**src/rtl/ma_stage.sv**
```systemverilog
// ma_stage: memory-access pipeline stage between execute and write-back.
// Registers execute results, runs load/store transactions on a req/ack
// data-memory port, inserts bubbles and stalls upstream while a transaction
// is outstanding, and flags transactions that never get acknowledged.
//
// Ports:
//   clk, rst_n                      clock, asynchronous active-low reset
//   valid_EX, INS_EX, ALU_result_EX,
//   store_data_EX, WBA_EX           instruction and operands from execute
//   stall_MA                        upstream must hold while a transaction is open
//   mem_req, mem_we, mem_addr,
//   mem_wdata, mem_rdata, mem_ack   data-memory request/acknowledge port
//   WBA_MA, ALU_result, data,
//   INS_MA                          results to write-back
//   mem_err                         sticky timeout flag
//
// state   | meaning
// --------+------------------------------------------------------------
// ST_IDLE | no transaction open; accepts a new instruction from execute
// ST_WAIT | load/store request outstanding; stall upstream, emit bubbles
module ma_stage #(
   parameter int unsigned TIMEOUT = 16,
   parameter logic [15:0] NOP_INS = 16'hF000
) (
   input  logic        clk,
   input  logic        rst_n,
   input  logic        valid_EX,
   input  logic [15:0] INS_EX,
   input  logic [15:0] ALU_result_EX,
   input  logic [15:0] store_data_EX,
   input  logic [2:0]  WBA_EX,
   output logic        stall_MA,
   output logic        mem_req,
   output logic        mem_we,
   output logic [15:0] mem_addr,
   output logic [15:0] mem_wdata,
   input  logic [15:0] mem_rdata,
   input  logic        mem_ack,
   output logic [2:0]  WBA_MA,
   output logic [15:0] ALU_result,
   output logic [15:0] data,
   output logic [15:0] INS_MA,
   output logic        mem_err
);

   typedef enum logic {ST_IDLE, ST_WAIT} state_t;

   localparam logic [3:0]  OP_LOAD  = 4'b0111;
   localparam logic [3:0]  OP_STORE = 4'b1000;
   // Terminal count of the wait timer; abort fires when the count sits here
   // with no acknowledge.
   localparam logic [15:0] WAIT_TC  = 16'(TIMEOUT - 1);

   state_t      state, state_nxt;
   logic [15:0] wait_cnt;
   logic [15:0] ins_hold;
   logic [15:0] alu_hold;
   logic [2:0]  wba_hold;

   logic [3:0]  opcode;
   logic        is_mem_op;
   logic        accept_alu;
   logic        accept_mem;
   logic        ack_done;
   logic        time_out;

   assign opcode    = INS_EX[15:12];
   assign is_mem_op = (opcode == OP_LOAD) || (opcode == OP_STORE);
   assign stall_MA  = (state == ST_WAIT);

   always_ff @(posedge clk or negedge rst_n) begin
      if (!rst_n) begin
         state <= ST_IDLE;
      end else begin
         state <= state_nxt;
      end
   end

   always_comb begin
      state_nxt  = state;
      accept_alu = 1'b0;
      accept_mem = 1'b0;
      ack_done   = 1'b0;
      time_out   = 1'b0;
      case (state)
         ST_IDLE: begin
            if (valid_EX) begin
               if (is_mem_op) begin
                  accept_mem = 1'b1;
                  state_nxt  = ST_WAIT;
               end else begin
                  accept_alu = 1'b1;
               end
            end
         end
         ST_WAIT: begin
            // Acknowledge wins over a timeout landing on the same edge.
            if (mem_ack) begin
               ack_done  = 1'b1;
               state_nxt = ST_IDLE;
            end else if (wait_cnt == WAIT_TC) begin
               time_out  = 1'b1;
               state_nxt = ST_IDLE;
            end
         end
         default: state_nxt = ST_IDLE;
      endcase
   end

   always_ff @(posedge clk or negedge rst_n) begin
      if (!rst_n) begin
         wait_cnt <= 16'd0;
      end else if (accept_mem || ack_done || time_out) begin
         wait_cnt <= 16'd0;
      end else if (state == ST_WAIT) begin
         wait_cnt <= wait_cnt + 16'd1;
      end
   end

   // Request side: captured on acceptance, held stable until the
   // transaction closes.
   always_ff @(posedge clk or negedge rst_n) begin
      if (!rst_n) begin
         mem_req   <= 1'b0;
         mem_we    <= 1'b0;
         mem_addr  <= 16'd0;
         mem_wdata <= 16'd0;
         ins_hold  <= 16'd0;
         alu_hold  <= 16'd0;
         wba_hold  <= 3'd0;
      end else if (accept_mem) begin
         mem_req   <= 1'b1;
         mem_we    <= (opcode == OP_STORE);
         mem_addr  <= ALU_result_EX;
         mem_wdata <= store_data_EX;
         ins_hold  <= INS_EX;
         alu_hold  <= ALU_result_EX;
         wba_hold  <= WBA_EX;
      end else if (ack_done || time_out) begin
         mem_req   <= 1'b0;
      end
   end

   // Write-back side: a bubble every cycle unless something completes.
   always_ff @(posedge clk or negedge rst_n) begin
      if (!rst_n) begin
         INS_MA     <= NOP_INS;
         WBA_MA     <= 3'd0;
         ALU_result <= 16'd0;
         data       <= 16'd0;
      end else begin
         INS_MA <= NOP_INS;
         if (accept_alu) begin
            INS_MA     <= INS_EX;
            WBA_MA     <= WBA_EX;
            ALU_result <= ALU_result_EX;
         end else if (ack_done) begin
            INS_MA     <= ins_hold;
            WBA_MA     <= wba_hold;
            ALU_result <= alu_hold;
            if (!mem_we) begin
               data <= mem_rdata;
            end
         end
      end
   end

   always_ff @(posedge clk or negedge rst_n) begin
      if (!rst_n) begin
         mem_err <= 1'b0;
      end else if (time_out) begin
         mem_err <= 1'b1;
      end
   end

endmodule
```
**config.mk**
```make
export PLATFORM = sky130hd
export DESIGN_NAME = ma_stage
export DESIGN_NICKNAME = d
export VERILOG_FILES = /design/src/rtl/ma_stage.sv
export SDC_FILE = /design/constraint.sdc
export NUM_CORES = 1
export LEC_CHECK = 0
export CAP_MARGIN = 25
export CORE_UTILIZATION = 47
export CTS_CLUSTER_SIZE = 8
export DETAILED_ROUTE_END_ITERATION = 7
export GPL_ROUTABILITY_DRIVEN = 0
export GPL_TIMING_DRIVEN = 0
export PLACE_DENSITY = 0.9
export SLEW_MARGIN = 0
export SYNTH_ARGS = -nofsm -noshare
export SYNTH_HDL_FRONTEND = slang
export SYNTH_SLANG_ARGS = --single-unit
```
**constraint.sdc**
```tcl
create_clock -name clk -period 2.3 [get_ports clk]
set_input_delay 0.23 -clock clk [delete_from_list [all_inputs] [get_ports clk]]
set_output_delay 0.23 -clock clk [all_outputs]
set_load 0.05 [all_outputs]
```
==> results.ini, run 1 <==
[detailed_routing]
routedWlPerCell_um = 17.4
wl_mm = 13.7
vias = 4211
route.detailed.drc = 0
avgViaCountPerCell = 5.36
drt_iter0_drc = 278
first_pass_iters = 5
drtAntennaViolNets = 0

[sta]
fmax_mhz = 483
rsz0062_at_grt = no
fin_crit_ns = 2.07
clock_skew_ns = 0.00686
drv_slew = 0
hold_viol = 0
setup_ws_ns = 0.230
totalNegativeSetupSlack_ns = 0
tightest_slew_ns = 0.564
fin_crit_sh_pct = 90.0
slew_headroom_pct = 62.3
setup_viol = 0

[cts]
cts.sink_count = 122
cts_tree = built
h-tree-depth = 4
cts_setup_buffers = 0
clk_pin_slew_worst_paths_ns = 0.06
insertion_delay_ns = 0.51
clock-root-buffer = clkbuf_8
numCtsBuffers = 17
clock_path_buffers = 2

[power]
comb_power_share_pct = 31.8
finalPower_uw = 8040
swShare_pct = 35.9
peakVddDrop_mv = 0.665
clkPwrFrac_pct = 33.1
p_int_uw = 5160
leakagePower_uw = 0.00351
switchingPower_uw = 2880
pwr_density_cell_mw_per_mm2 = 1080
pwr-share-seq_pct = 35.2

[global_routing]
antenna_found_initial = 0
grt_first_pass_wirelength_mm = 22.3
overflow = 0
grt_util_all_layers_pct = 26.0
grt_max_degree = 74
grt_pass1_vias = 4431

[placed_design]
port_buffers = 157
hpwl_mm = 9.15
post-place-ws_ns = 0.230
dp.cells = 754

[setup_path]
crit_path_start_kind = flip-flop
cp_slowest_cell = clkdlybuf4s50_1
regToRegSetupSlack_ns = 0.44
crit_fanout = 1
cp.arrival_ns = 1.84
crit_path_end_kind = primary output
cp_top_family = buffers and inverters
crit_chain = clkdlybuf4s50_1
crit_buf_inv = 1
worst-setup-path-type = reg -> out
slowest_delay_ns = 0.82
worst_ep_required_time_ns = 2.07

[synthesis]
synth-compound-area-share_pct = 11.2
synth_nets = 532
syn_area_per_cell_um2 = 11.0
synthCells = 460
syn-cell-area_mm2 = 0.00505
yosysTopAreaCell = dfrtp_1
ys_warn_count = 0
synth_cell_types = 46
synthAdderAreaFrac_pct = 0.248
synth_xor_area_share_pct = 2.08
muxShareOfSynthArea_pct = 3.76
synth-edff-count = 0
synth-simple-area-share_pct = 18.7
synth_top_family_by_area = simple AND/OR/NAND/NOR gates
async_reset_ff_share_pct = 100
synthFlopType = dfrtp_1
yosysSeqAreaShare_pct = 60.5
ys_ff_latch = 122
synth.top_cell.area_share_pct = 58.4
synthTopCellsByArea = dfrtp_1 (58%), nand2_1 (12%), a22o_1 (5.4%)

[final_layout]
diodes = 0
final_net_count = 710
layout_common_cells = nand2_1 (160), clkdlybuf4s50_1 (156), dfrtp_1 (118)
stdcell_count = 786
final_common_cell = nand2_1
drive_gt1_share_pct = 12.6
areaGrowthSynthToFinish_pct = 47.1

[floorplanning]
die_h_um = 106
pin_count = 158
coreArea_mm2 = 0.0104
rows = 37
die_x_um = 106
start_util_pct = 48.7
dieArea_mm2 = 0.0112

[status]
status = finished clean

[job]
cap_violations = 0

[worst_hold_path]
holdCritPathClass = in -> async

cell type report:
class	count	area, um^2
clock inverter	13	169
clock buffer	18	428
tap	136	170
fill	667	2940
sequential	122	3060
timing repair buffer	159	1610
buffer	24	158
multi-input combinational	310	1820
inverter	4	15.0
kinds of logic (layout without fill, tap and decap cells):
family,count (synthesis),count (layout)
adder cells (fa/ha/maj),1,1
multiplexers,17,17
XOR/XNOR,12,12
flip-flops,122,122
AND/OR/NAND/NOR,211,211
buffers and inverters,28,218
AO/OA/AOI/OAI,69,69
registers in the layout, indices dropped and copies added, names as in the netlist:
signal and cells:
INS_MA 16, stall_MA 1, mem_req 1, WBA_MA 3
wait_cnt 16, ins_hold 16, mem_wdata 16, mem_err 1
alu_hold 16, mem_we 1, data 16, wba_hold 3
ALU_result 16
per-layer routing:
layer / wire (um) / vias up / GRT usage, %
li1: - / 1919 / -
met1: 5170 / 2066 / 30.7
met2: 7200 / 192 / 44.8
met3: 861 / 34 / 5.57
met4: 437 / 0 / 13.1
met5: 0 / - / 0
worst paths after layout:
kind	cells past startpoint	to	start
max in group asynchronous	3	alu_hold[15]	rst_n
max reg2reg	6	wait_cnt[9]	wait_cnt[0]
min in group clk	3	mem_wdata[5]	store_data_EX[5]
min	2	ALU_result[14]	rst_n
max	1	INS_MA[14]	INS_MA[14]
min reg2reg	2	mem_wdata[8]	mem_wdata[8]
repair_timing:
action	in CTS	in global routing
endpoints found under the hold margin	49	0
gates resized for setup	0	0
hold buffers	1	0
Yosys cell counts, drive strengths merged, types with 5 or more instances:
cell type	count
nand2	160
nand4	6
buf	19
xor2	5
o21ai	6
nand3	6
a21o	19
a22o	31
dfrtp	118
xnor2	7
clkbuf	5
mux2	16
nor2	17
through the flow:
step	utilization, %	instance area, um^2	hold slack (ns)
after floorplan	-	5050	-0.0656
after global placement	65.5	6790	0.456
after detailed placement	65.8	6820	0.193
after CTS	71.6	7430	0.230
after global routing	71.6	7430	0.242
final	71.6	7430	0.236
power groups by stage:
stage / Sequential (uW) / Clock, uW / Combinational, uW
finish: 2830 / 2660 / 2550
global route: 2870 / 2810 / 2670
CTS: 2830 / 2690 / 2570
detailed placement: 2850 / 0 / 2540
global placement: 2820 / 0 / 2480
floorplan: 3930 / 0 / 466
No activity file was read; power rests on OpenSTA's default activity.
==> run 2: changes to the inputs <==
Settings changed: SLEW_MARGIN 0 to not set.
==> results of run 2 <==
No change in the layout: final DEF, timing and power equal those of run 1.
